File: config.mk
export PLATFORM = sky130hd
export DESIGN_NAME = add_sub
export DESIGN_NICKNAME = d
export VERILOG_FILES = /design/src/rtl/add_sub.sv
export SDC_FILE = /design/constraint.sdc
export NUM_CORES = 1
export LEC_CHECK = 0
export ABC_AREA = 1
export BUFFER_PORTS_ARGS = -buffer_cell sky130_fd_sc_hd__buf_2
export CORE_AREA = 2 2 39 41
export CTS_CLUSTER_DIAMETER = 200
export DETAILED_ROUTE_END_ITERATION = 10
export DIE_AREA = 0 0 41 43
export PLACE_DENSITY = 0.72
export SYNTH_ARGS = -nofsm -noshare
export SYNTH_HDL_FRONTEND = slang
export SYNTH_SLANG_ARGS = --single-unit
File: constraint.sdc
create_clock -name clk -period 0.8 [get_ports clk]
set_input_delay 0.16 -clock clk [delete_from_list [all_inputs] [get_ports clk]]
set_output_delay 0.16 -clock clk [all_outputs]
set_load 0.01 [all_outputs]
File: src/rtl/add_sub.sv
// Registered WIDTH-bit two's-complement adder/subtractor built from an explicit
// ripple of full-adder cells; results and status flags appear one cycle after in_valid.
module add_sub #(
   parameter int unsigned WIDTH = 4
) (
   input  logic             clk,
   input  logic             rst_n,
   input  logic             in_valid,
   input  logic [WIDTH-1:0] A,
   input  logic [WIDTH-1:0] B,
   input  logic             SUB,
   output logic             out_valid,
   output logic [WIDTH-1:0] S,
   output logic             COUT,
   output logic             OVF,
   output logic             ZERO
);

   logic [WIDTH-1:0] sum;
   logic             carry_msb_in;
   logic             carry_msb_out;

   // Each cell owns its carry nets so the chain is a plain netlist, not a self-referencing vector.
   for (genvar i = 0; i < WIDTH; i++) begin : g_fa
      logic b_eff;
      logic c_in;
      logic c_out;

      assign b_eff = B[i] ^ SUB;
      if (i == 0) begin : g_first
         assign c_in = SUB;
      end else begin : g_next
         assign c_in = g_fa[i-1].c_out;
      end
      assign sum[i] = A[i] ^ b_eff ^ c_in;
      assign c_out  = (A[i] & b_eff) | (c_in & (A[i] ^ b_eff));
   end

   assign carry_msb_in  = g_fa[WIDTH-1].c_in;
   assign carry_msb_out = g_fa[WIDTH-1].c_out;

   always_ff @(posedge clk or negedge rst_n) begin
      if (!rst_n) begin
         out_valid <= 1'b0;
         S         <= '0;
         COUT      <= 1'b0;
         OVF       <= 1'b0;
         ZERO      <= 1'b0;
      end else begin
         out_valid <= in_valid;
         // Results only load on valid input, so idle-cycle operands never reach the outputs.
         if (in_valid) begin
            S    <= sum;
            COUT <= carry_msb_out;
            OVF  <= carry_msb_out ^ carry_msb_in;
            ZERO <= (sum == '0);
         end
      end
   end

endmodule

Word level (Yosys, flattened, before mapping) --
Cells that the tools add are included.
Word-level totals: register bits after elaboration 8, word-level logic and storage cells 31, output and inout bits 8, input port bits 12
Operators by class: bitwise gates (word level) 25, reduce and logical (&&, ||, !) cells 1
Operators by type and width (number):
- bitwise XOR 1 bit | 13
- bitwise AND 1 bit | 8
- logical NOT 4 bit | 1
- bitwise OR 1 bit | 4

Longest topological paths before layout --
Gate-level depths: netlist (run 1).
word-level depth 11, mapped depth 13, mapped depth without buffers 13

Worst setup path after synthesis (run 1) --
No wires, ideal clock.
path type input-to-reg, start point in SUB, end point reg ZERO, data arrival time 1.678 ns, data required time 0.684 ns, cell stages on the path 11, setup slack -0.994 ns, buffers on the path 0, cells stage by stage xor2_1 -> fa_1 -> inv_1 -> fa_1 -> inv_1 -> fa_1 -> inv_1 -> nand2_1 -> nor2_1 -> nand2_1 -> nand2_1
Between the ends: longest elaborated chain between the ends 10, elaborated cells on any way between the ends 22, classes of those cells bitwise (21); reduce/logical (1)
Ends and longest elaborated chain:
- start: declaration | RTL line 11 | input logic SUB,
- bitwise XOR 1 bit | RTL line 29 | assign b_eff = B[i] ^ SUB;
- bitwise XOR 1 bit | RTL line 36 | assign c_out = (A[i] & b_eff) | (c_in & (A[i] ^ b_eff));
- bitwise AND 1 bit | RTL line 36
- bitwise OR 1 bit | RTL line 36
- bitwise AND 1 bit | RTL line 36
- bitwise OR 1 bit | RTL line 36
- bitwise AND 1 bit | RTL line 36
- bitwise OR 1 bit | RTL line 36
- bitwise XOR 1 bit (*) | RTL line 35 | assign sum[i] = A[i] ^ b_eff ^ c_in;
- via sum[3] | RTL line 19 | logic [WIDTH-1:0] sum;
- logical NOT 4 bit (*) | RTL line 56 | ZERO <= (sum == '0);
- end signal: assignment | RTL line 56
- end: declaration | RTL line 16 | output logic ZERO
The timed path passes the listed nets; every way through them passes the cells marked *. A chain may end at the register's enable or synchronous reset.

Worst setup path after layout (run 1) --
start point in B[0], end point reg S[3]
Between the ends: longest elaborated chain between the ends 9, elaborated cells on any way between the ends 10, classes of those cells bitwise (10)
Ends and longest elaborated chain:
- start: declaration | RTL line 10 | input logic [WIDTH-1:0] B,
- bitwise XOR 1 bit (*) | RTL line 29
- bitwise XOR 1 bit | RTL line 36
- bitwise AND 1 bit | RTL line 36
- bitwise OR 1 bit (*) | RTL line 36
- bitwise AND 1 bit (*) | RTL line 36
- bitwise OR 1 bit (*) | RTL line 36
- bitwise AND 1 bit (*) | RTL line 36
- bitwise OR 1 bit (*) | RTL line 36
- bitwise XOR 1 bit (*) | RTL line 35
- via sum[3] | RTL line 19
- end signal: assignment | RTL line 53 | S <= sum;
- end: declaration | RTL line 13 | output logic [WIDTH-1:0] S,
Marked as above.

==> summary.md, run 1 <==
| Metric | Value |
|---|---|
| Critical path cell sequence | `buf_6 > o21a_1 > fa_2 > inv_2 > fa_2 > inv_2 > fa_1 > inv_1 > buf_4 > o21ai_1` |
| Clk buf depth | `2` |
| Routability congestion estimate | `0.6465` |
| DR iter-0 viols | `4` |
| Worst-skew pair later-pin latency | `240 ps` |
| Filler Cell Count | `133` |
| Clk pwr share | `0.213` |
| R2R Path End | `S[3]` |
| Max stage delay cell, worst path | `fa_1` |
| Die X | `41 um` |
| Unique cell type count in the Yosys netlist | `11` |
| CP max FO | `3` |
| Yosys warnings | `0` |
| Slew headroom | `0.8580` |
| Setup Skew | `0 ps` |
| Remaining Overflow, GRT | `0` |
| Final period util | `2.082` |
| Final Slew Violations | `0` |
| Initial core utilization | `0.3156` |
| Diode count | `0` |
| Final worst slack | `-865.3 ps` |
| Post-layout min period | `1665 ps` |
| Slowest stage delay, CP | `480 ps` |
| Worst Tran Pin Value | `211.4 ps` |
| DRT antenna net count | `0` |
| Maximum clock rate | `0.6005 GHz` |
| Post-Synthesis Cells | `48` |
| 1st-pass router iterations | `2` |
| Layout cells sized above 1 | `0.5568` |
| Total GRT Usage | `0.1339` |
| FF+latch count, synth | `8` |
| P_int | `985.9 uW` |
| First-pass GRT wire length | `1552 um` |
| Hold path startpoint | `in_valid` |
| Final core utilization | `0.5524` |
| Cells on Worst Hold Path | `1` |
| Status | `complete, but fails checks` |
| Failing checks | `setup timing` |
| Critical R2R Launch | `S[3]` |
| Port Buffers | `19` |
| Routed len/inst | `9.644 um` |
| Area grow syn2layout | `75.07%` |
| Sequential power share | `0.364` |
| Power per cell area | `1826 mW/mm^2` |
| Nets | `105` |
| Sum of buffers and inverters on the critical path | `5` |
| CTS tree | `built` |
| Critical Path AT | `1840 ps` |
| Net Sw Power | `409.7 uW` |
| Cells on worst reg2reg path | `4` |
| Core ar. | `0.001384 mm^2` |
| Ports | `20` |
| Critical Path Sink Type | `register` |
| Worst vdd ir | `0.5989 mV` |
| CTS sink cnt | `8` |
| Dpl ws | `-1173 ps` |
| Power Total | `1396 uW` |
| Worst Setup Start Kind | `input pin` |
| Worst path top cell family by delay | `adder cells` |
| Final hold viol count | `0` |
| Leak pwr | `0.0004227 uW` |
| Num CTS Buffers | `3` |
| DP Wirelength | `719.6 um` |
| H-tree Lvls | `1` |
| DR vias/cell | `4.269` |
| Mapped Area | `436.7 um^2` |
| Hold EP | `out_valid` |
| Initial antenna violation count | `0` |
| Syn Nets | `63` |
| Total Routed Length | `1003 um` |
| Clock Pin Slew Worst Setup and Hold Paths | `50 ps` |
| Die Y | `43 um` |
| # rows | `14` |
| DR vias | `444` |
| Syn Area/Cell | `9.097 um^2` |
| Largest net degree at the start of global routing | `9` |
| Post-synthesis sequential area ratio | `0.4585` |
| Comb pwr share | `0.423` |
| Final setup vio count | `14` |
| Worst Hold Class | `input pin to register` |
| Root buf cell | `clkbuf_4` |
| RSZ-0062 raised after global routing | `yes` |
| Crit path required time | `970 ps` |
| Number of global-route vias before repair | `426` |
| DRC viols | `0` |
| Net Sw Frac | `0.2936` |
| Commonest non-fill, non-tap cells in the layout | `nand2_1, buf_4, buf_2` |
| Die ar. | `0.001763 mm^2` |
| Max Cap Viol | `0` |
| Crit Path Category | `input pin to register` |
| R2R setup slack | `-50 ps` |
logic make-up (layout without fill, tap and decap cells):
logic type | after synthesis | after routing | synth area share
fa+ha+maj | 3 | 3 | 0.1375
flops | 8 | 8 | 0.4584
simple gates | 20 | 20 | 0.1776
buf+inv | 8 | 48 | 0.06877
compound gates | 4 | 4 | 0.05730
xor+xnor | 5 | 5 | 0.1003
layout make-up:
class,count,area [um^2],area share
clock buffer,3,22.52,0.02946
inverter,8,30.03,0.03928
multi-input combinational,32,221.5,0.2897
sequential,8,200.2,0.2619
tap,16,20.02,0.02619
timing repair buffer,37,270.3,0.3535
sequential cells by signal, summed over array words and instances (netlist names):
signal     count
S              4
COUT           1
OVF            1
ZERO           1
out_valid      1
power by group through the flow:
stage / Combinational, uW / Sequential, uW / Clock [uW]
2_1_floorplan: 180 / 545 / 0
3_3_place_gp: 377 / 508 / 0
3_5_place_dp: 391 / 514 / 0
4_1_cts: 510 / 503 / 314
5_1_grt: 655 / 516 / 338
6_report: 590 / 508 / 298
synthesized netlist by cell type:
cell type / instances / area (um^2)
nand2_1: 18 / 67.56
o21ai_1: 2 / 10.01
fa_1: 3 / 60.06
inv_1: 7 / 26.28
o21a_1: 2 / 15.01
nor2_1: 1 / 3.750
xor2_1: 2 / 17.52
dfrtp_1: 8 / 200.2
nand2_2: 1 / 6.260
inv_2: 1 / 3.750
xnor2_1: 3 / 26.28
how the worst max path moves through the flow:
stage | from | to | slack [ps] | depth (start not counted)
after detailed placement | SUB | ZERO | -1170 | 12
after floorplan | SUB | ZERO | -980 | 11
after CTS | B[1] | ZERO | -850 | 12
after global placement | SUB | ZERO | -1150 | 12
after global routing | A[0] | ZERO | -960 | 14
final | B[0] | S[3] | -870 | 10
layer usage:
layer	vias to the layer above	share of wire	global-route usage
met4	0	0	0.1000
met2	16	0.54	0.2344
met5	-	0	0
met3	0	0.070	0.01571
li1	224	-	-
met1	204	0.39	0.1296
stage by stage:
| step | hold slack [ps] | TNS [ps] | area (um^2) | instances |
|---|---|---|---|---|
| 2_1_floorplan | -135.6 | -4369 | 451.7 | 48 |
| 3_3_place_gp | 3.027 | -5360 | 604.3 | 88 |
| 3_5_place_dp | 7.220 | -5502 | 604.3 | 88 |
| 4_1_cts | 110.7 | -4630 | 714.4 | 99 |
| 5_1_grt | 111.4 | -5383 | 764.5 | 104 |
| 6_report | 120.7 | -4693 | 764.5 | 104 |
timing repair:
action | in CTS | in global routing
setup buffers | 7 | 5
hold buffers | 1 | 0
hold endpoints to repair | 8 | 0
gates cloned | 0 | 0
resized for setup | 6 | 2
endpoints found under the setup margin | 14 | 14
pin swaps | 4 | 1
worst reg2reg max path: cells and delay by family, from the launching register on:
kind,cells,cell delay (ps)
buf+inv,2,250
compound gates,1,60
flops,1,380
simple gates,1,50
(Power assumes the default switching activity.)
==> run 2: changes to the inputs <==
--- a/config.mk
+++ b/config.mk
@@ -7,11 +7,12 @@
 export LEC_CHECK = 0
 export ABC_AREA = 1
 export BUFFER_PORTS_ARGS = -buffer_cell sky130_fd_sc_hd__buf_2
-export CORE_AREA = 2 2 39 41
+export CELL_PAD_IN_SITES_DETAIL_PLACEMENT = 0
+export CELL_PAD_IN_SITES_GLOBAL_PLACEMENT = 1
+export CORE_UTILIZATION = 27
 export CTS_CLUSTER_DIAMETER = 200
 export DETAILED_ROUTE_END_ITERATION = 10
-export DIE_AREA = 0 0 41 43
-export PLACE_DENSITY = 0.72
+export PLACE_DENSITY = 0.79
 export SYNTH_ARGS = -nofsm -noshare
 export SYNTH_HDL_FRONTEND = slang
 export SYNTH_SLANG_ARGS = --single-unit
==> run 2 against run 1 <==
  * The run still ends with setup timing left
  * First-iteration DRC count is 100% higher
  * Sequential cell count stayed put
  * Final cell count is 3.8% lower
  * Clock skew stayed put
  * Maximum frequency is 0.54% lower
  * Via count is 7.4% lower
  * Clock power is 5% lower
  * Core utilization is 6.3 points lower
  * Combinational power is 11% lower
  * Non-clock buffer count is 4 lower
  * Sequential power is 1% lower
  * Largest power group unchanged
==> summary.md, run 2 (same netlist as run 1, synthesis figures left out) <==
| Metric | Value |
|---|---|
| DR iter-0 viols | `8 (+4)` |
| Initial antenna violation count | `0 (unchanged)` |
| Dpl ws | `-1185 ps (-11.60 ps)` |
| Crit Path Category | `input pin to register` |
| DR vias | `411 (-7.4%)` |
| Area of the multi-input gates | `226.5 um^2 (+2.3%)` |
| 1st-pass router iterations | `2 (unchanged)` |
| Number of global-route vias before repair | `364 (-15%)` |
| Net Sw Frac | `0.2877 (-0.005908)` |
| Total GRT Usage | `0.1146 (-0.01925)` |
| Clk buf depth | `2 (unchanged)` |
| Routed len/inst | `8.500 um (-12%)` |
| Power Total | `1314 uW (-5.9%)` |
| Max Cap Viol | `0 (unchanged)` |
| RSZ-0062 raised after global routing | `yes` |
| Core ar. | `0.001506 mm^2 (+8.9%)` |
| Leak pwr | `0.0003999 uW (-5.4%)` |
| DRC viols | `0 (unchanged)` |
| Final period util | `2.093 (+0.01126)` |
| Commonest non-fill, non-tap cells in the layout | `nand2_1, buf_2, buf_4` |
| Worst-skew pair later-pin latency | `240 ps (about the same)` |
| Setup Skew | `0 ps (unchanged)` |
| Maximum clock rate | `0.5973 GHz (-0.54%)` |
| Die X | `42.22 um (+3.0%)` |
| DR vias/cell | `4.110 (-3.7%)` |
| Area grow syn2layout | `68.77%` |
| Dpl cells | `88 (unchanged)` |
| DRT antenna net count | `0 (unchanged)` |
| Filler Cell Count | `153 (+15%)` |
| Initial core utilization | `0.2899 (-0.02568)` |
| Clock Pin Slew Worst Setup and Hold Paths | `50 ps (about the same)` |
| Root buf cell | `clkbuf_4` |
| Final hold viol count | `0 (unchanged)` |
| Largest net degree at the start of global routing | `9 (unchanged)` |
| Remaining Overflow, GRT | `0 (unchanged)` |
| Worst Setup Start Kind | `input pin` |
| Hold path startpoint | `in_valid` |
| Diode count | `0 (unchanged)` |
| Net Sw Power | `378.0 uW (-7.8%)` |
| Critical Path Sink Type | `register` |
| Status | `complete, but fails checks` |
| Power per cell area | `1783 mW/mm^2 (-2.3%)` |
| Cells on Worst Hold Path | `1 (unchanged)` |
| Worst vdd ir | `0.6035 mV (+0.77%)` |
| Top reg by flops | `S` |
| Final Slew Violations | `0 (unchanged)` |
| Failing checks | `setup timing` |
| Slew headroom | `0.8598 (+0.001759)` |
| Comb pwr share | `0.402 (-0.021)` |
| Final worst slack | `-874.3 ps (-9.011 ps)` |
| CTS sink cnt | `8 (unchanged)` |
| Cells on worst reg2reg path | `4 (unchanged)` |
| Nets | `101 (-3.8%)` |
| Crit path required time | `930 ps (-40 ps)` |
| CTS tree | `built` |
| Die Y | `42.22 um (-1.8%)` |
| P_int | `935.9 uW (-5.1%)` |
| Layout cells sized above 1 | `0.5714 (+0.01461)` |
| Critical R2R Launch | `S[0]` |
| Commonest non-fill, non-tap cell in the layout | `nand2_1` |
| Routability congestion estimate | `0.7356 (+14%)` |
| # rows | `14 (unchanged)` |
| Max reg flops | `4 (unchanged)` |
| Critical Path AT | `1800 ps (-40 ps)` |
| Clk pwr share | `0.216 (+0.003)` |
| Die ar. | `0.001782 mm^2 (+1.1%)` |
| R2R setup slack | `10 ps (+60 ps)` |
| Port Buffers | `19 (unchanged)` |
| Total Routed Length | `850 um (-15%)` |
| Worst Tran Pin Value | `208.8 ps (-2.621 ps)` |
| R2R Path End | `S[0]` |
| Seq. cell area | `200.2 um^2 (unchanged)` |
| Sequential power share | `0.382 (+0.018)` |
| Hold EP | `out_valid` |
| Fin cells | `100 (-3.8%)` |
| Num CTS Buffers | `3 (unchanged)` |
| Ports | `20 (unchanged)` |
| CP max FO | `2 (-1)` |
| Post-layout min period | `1674 ps (+9.011 ps)` |
| Final setup vio count | `14 (unchanged)` |
| First-pass GRT wire length | `1497 um (-3.5%)` |
| H-tree Lvls | `1 (unchanged)` |
| Worst Hold Class | `input pin to register` |
==> run 2: cell count changes in the layout (fill, tap and decap cells not counted), sizes merged <==
cell and delta:
buf -4
==> run 2: worst max path at each step <==
stage,end,from,slack [ps],depth (start not counted)
floorplan,ZERO,SUB,-980,11
global placement,ZERO,SUB,-1150,12
detailed placement,ZERO,SUB,-1180,12
CTS,ZERO,B[1],-870,12
global route,ZERO,A[0],-990,14
finish,ZERO,B[1],-870,12
==> run 2: critical path, cell delays in order <==
cell and delay, ps:
buf_6 90, xor2_2 170, fa_2 350, inv_2 60, fa_2 200, inv_2 40
fa_1 490, inv_2 40, nand2_1 70, nor2_2 30, nand2_1 50, nand2_1 40
==> run 2: area by class of cell <==
class,instances,share of cell area
repair buffers,33,0.3226
multi-input cells,32,0.3073
flip-flops and latches,8,0.2716
inverters,8,0.04075
clock buffers,3,0.03056
well taps,16,0.02716
==> run 2: power groups by stage <==
stage	Combinational (uW)	Clock [uW]	Sequential, uW
after floorplan	180	0	545
after global placement	379	0	508
after detailed placement	388	0	511
after CTS	491	295	501
after global routing	588	328	509
final	528	284	502
==> run 2: stage by stage <==
step / hold WS, ps / setup TNS [ps] / cell area [um^2] / utilization
2_1_floorplan: -135.6 / -4369 / 451.7 / -
6_report: 127.5 / -4512 / 737.0 / 0.4892
3_5_place_dp: 9.734 / -5528 / 604.3 / 0.4012
5_1_grt: 117.9 / -5202 / 737.0 / 0.4892
4_1_cts: 123.3 / -4536 / 706.9 / 0.4693
3_3_place_gp: 5.529 / -5420 / 604.3 / 0.4012
==> run 2: per-layer routing <==
layer | vias to the layer above | track usage | part of all wire
met3 | 2 | 0.03879 | 0.076
met4 | 0 | 0.05625 | 0.016
met1 | 179 | 0.1357 | 0.42
met2 | 15 | 0.1846 | 0.48
met5 | - | 0 | 0
li1 | 215 | - | -
==> run 2: what timing repair did <==
item                                    4_1_cts  5_1_grt
cloned                                        0        0
endpoints found under the hold margin         8        0
buffers inserted                              6        2
resized for setup                             6        5
pin swaps                                     4        2
hold buffers                                  1        0
endpoints found under the setup margin       14       14
==> run 3: changes to the inputs <==
--- a/config.mk
+++ b/config.mk
@@ -9,10 +9,11 @@
 export BUFFER_PORTS_ARGS = -buffer_cell sky130_fd_sc_hd__buf_2
 export CELL_PAD_IN_SITES_DETAIL_PLACEMENT = 0
 export CELL_PAD_IN_SITES_GLOBAL_PLACEMENT = 1
+export CORE_MARGIN = 2
 export CORE_UTILIZATION = 27
 export CTS_CLUSTER_DIAMETER = 200
 export DETAILED_ROUTE_END_ITERATION = 10
-export PLACE_DENSITY = 0.79
+export PLACE_DENSITY = 0.73
 export SYNTH_ARGS = -nofsm -noshare
 export SYNTH_HDL_FRONTEND = slang
 export SYNTH_SLANG_ARGS = --single-unit
==> run 3 against run 2 <==
  * Setup slack worse by 3.6 ps
  * Maximum frequency is 0.21% lower
  * Hold slack worse by 4.7 ps
  * Largest power group is now sequential cells
  * Critical endpoint unchanged
  * Routed wire length is 1.2% lower
  * The run still ends with setup timing left
  * Die area is 9.7% higher
  * Highest routed layer is now met3
  * Register-to-register slack better by 30 ps
  * Via count is 1.5% lower
  * Non-clock buffer count is 2 lower
  * Combinational power is 5.9% lower
==> summary.md, run 3 (same netlist as run 1, synthesis figures left out) <==
| Metric | Value |
|---|---|
| Status | `complete, but fails checks` |
| Failing checks | `setup timing` |
| Sequential power share | `0.389 (+0.007)` |
| Placement Cell Area | `604.3 um^2 (unchanged)` |
| Worst vdd ir | `0.5965 mV (-1.2%)` |
| Maximum clock rate | `0.5960 GHz (-0.21%)` |
| Clock Pin Slew Worst Setup and Hold Paths | `50 ps (about the same)` |
| # rows | `14 (unchanged)` |
| DR vias | `405 (-1.5%)` |
| Worst-skew pair later-pin latency | `240 ps (about the same)` |
| Die X | `44.22 um (+4.7%)` |
| 1st-pass router iterations | `1 (-1)` |
| DRC viols | `0 (unchanged)` |
| Comb pwr share | `0.385 (-0.017)` |
| Critical Path AT | `1810 ps (about the same)` |
| Final setup vio count | `14 (unchanged)` |
| Setup tns final | `-4499 ps (+12.85 ps)` |
| Sum of buffers and inverters on the critical path | `4 (unchanged)` |
| Filler Cell Count | `148 (-3.3%)` |
| Largest net degree at the start of global routing | `9 (unchanged)` |
| Net Sw Frac | `0.2888 (+0.001142)` |
| Worst path top cell family by delay | `adder cells` |
| Final worst slack | `-877.9 ps (-3.595 ps)` |
| Num CTS Buffers | `3 (unchanged)` |
| Net Sw Power | `372.4 uW (-1.5%)` |
| Area grow syn2layout | `63.32%` |
| Design area | `713.2 um^2 (-3.2%)` |
| Worst Setup Start Kind | `input pin` |
| Final hold viol count | `0 (unchanged)` |
| Root buf cell | `clkbuf_4` |
| Slew headroom | `0.8517 (-0.008127)` |
| Remaining Overflow, GRT | `0 (unchanged)` |
| H-tree Lvls | `1 (unchanged)` |
| Commonest non-fill, non-tap cell in the layout | `nand2_1` |
| Crit Path Category | `input pin to register` |
| Diode count | `0 (unchanged)` |
| Max stage delay cell, worst path | `fa_2` |
| Final period util | `2.097 (+0.004494)` |
| Crit path required time | `930 ps (about the same)` |
| CTS tree | `built` |
| Initial core utilization | `0.2899 (unchanged)` |
| Number of global-route vias before repair | `362 (-0.55%)` |
| Worst Tran Pin Value | `220.9 ps (+12.10 ps)` |
| Power Total | `1289 uW (-1.9%)` |
| Initial antenna violation count | `0 (unchanged)` |
| Critical path cell sequence | `buf_8 > o21a_1 > fa_2 > inv_2 > fa_2 > inv_2 > fa_2 > inv_2 > nand2_1 > nor2_1 > nand2_1 > nand2_1` |
| Power per cell area | `1808 mW/mm^2 (+1.4%)` |
| Max reg flops | `4 (unchanged)` |
| Routability congestion estimate | `0.7282 (-1.0%)` |
| Clk pwr share | `0.226 (+0.010)` |
| Commonest non-fill, non-tap cells in the layout | `nand2_1, buf_2, buf_4` |
| Post-layout min period | `1678 ps (+3.595 ps)` |
| Nets | `99 (-2.0%)` |
| RSZ-0062 raised after global routing | `yes` |
| Total GRT Usage | `0.1032 (-0.01138)` |
| Core ar. | `0.001506 mm^2 (unchanged)` |
| DR vias/cell | `4.133 (+0.55%)` |
| Port Buffers | `19 (unchanged)` |
| Total Routed Length | `840 um (-1.2%)` |
| Die ar. | `0.001955 mm^2 (+9.7%)` |
| Leak pwr | `0.0003883 uW (-2.9%)` |
| Clk buf depth | `2 (unchanged)` |
| Routed len/inst | `8.571 um (+0.84%)` |
| Setup Skew | `0 ps (unchanged)` |
| Max Cap Viol | `0 (unchanged)` |
| Worst Hold Class | `input pin to register` |
| Die Y | `44.22 um (+4.7%)` |
| Critical Path Sink Type | `register` |
| P_int | `917.0 uW (-2.0%)` |
| Layout cells sized above 1 | `0.5488 (-0.02265)` |
| DR iter-0 viols | `0 (-8)` |
| Final Slew Violations | `0 (unchanged)` |
| Ports | `20 (unchanged)` |
| CTS sink cnt | `8 (unchanged)` |
| Slowest stage delay, CP | `520 ps (+30 ps)` |
| First-pass GRT wire length | `1393 um (-6.9%)` |
| Top reg by flops | `S` |
| DP Wirelength | `703.2 um` |
| CP max FO | `3 (+1)` |
| DRT antenna net count | `0 (unchanged)` |
[run 3: changes by cell type in the layout (fill, tap and decap cells not counted)]
| cell | delta |
|---|---|
| buf_6 | -3 |
| buf_2 | +1 |
| buf_4 | -1 |
| buf_8 | +1 |
| fa_1 | -1 |
| fa_2 | +1 |
| nand2_1 | +1 |
| nand2_2 | -1 |
| nor2_1 | +1 |
| nor2_2 | -1 |
[run 3: final cells by class]
type / count / area (um^2) / share of cell area
Tap cell: 16 / 20.02 / 0.02807
Sequential cell: 8 / 200.2 / 0.2807
Multi-Input combinational cell: 32 / 224.0 / 0.3140
Inverter: 8 / 30.03 / 0.04211
Clock buffer: 3 / 22.52 / 0.03158
Timing Repair Buffer: 31 / 216.5 / 0.3035
[run 3: layer usage]
metal  part of all wire  track usage  wire [um]
met5                  0            0          0
met4                  0      0.09091          0
met3              0.063      0.02449         53
met2               0.53       0.1647        441
met1               0.41       0.1137        345
[run 3: through the flow]
step / cells / setup slack [ps] / util / hold WS (ps)
global placement: 88 / -1148 / 0.4012 / 7.323
floorplan: 48 / -978.2 / - / -135.6
detailed placement: 88 / -1179 / 0.4012 / 10.66
global route: 98 / -927.3 / 0.4734 / 107.2
CTS: 97 / -886.1 / 0.4684 / 117.1
finish: 98 / -877.9 / 0.4734 / 122.8
[run 3: path summary, 6_finish.rpt]
path / start / to / slack (ps) / depth (start not counted)
setup / recovery: SUB / ZERO / -880 / 12
hold / removal: in_valid / out_valid / 120 / 1
setup reg to reg: S[2] / S[2] / 40 / 2
hold reg to reg: COUT / COUT / 470 / 2
max in group asynchronous: rst_n / S[0] / 360 / 2
min in group asynchronous: rst_n / out_valid / 280 / 2
[run 3: repair_timing]
| action | in CTS | in global routing |
|---|---|---|
| resized for setup | 9 | 0 |
| setup endpoints to repair | 14 | 14 |
| pin swaps | 5 | 2 |
| setup buffers | 5 | 1 |
| hold buffers | 1 | 0 |
| hold endpoints to repair | 8 | 0 |
[run 3: power groups by stage]
| stage | Sequential [uW] | Combinational (uW) | Clock, uW |
|---|---|---|---|
| global route | 508 | 545 | 341 |
| global placement | 507 | 380 | 0 |
| finish | 501 | 497 | 292 |
| detailed placement | 512 | 389 | 0 |
| CTS | 501 | 488 | 308 |
| floorplan | 545 | 180 | 0 |
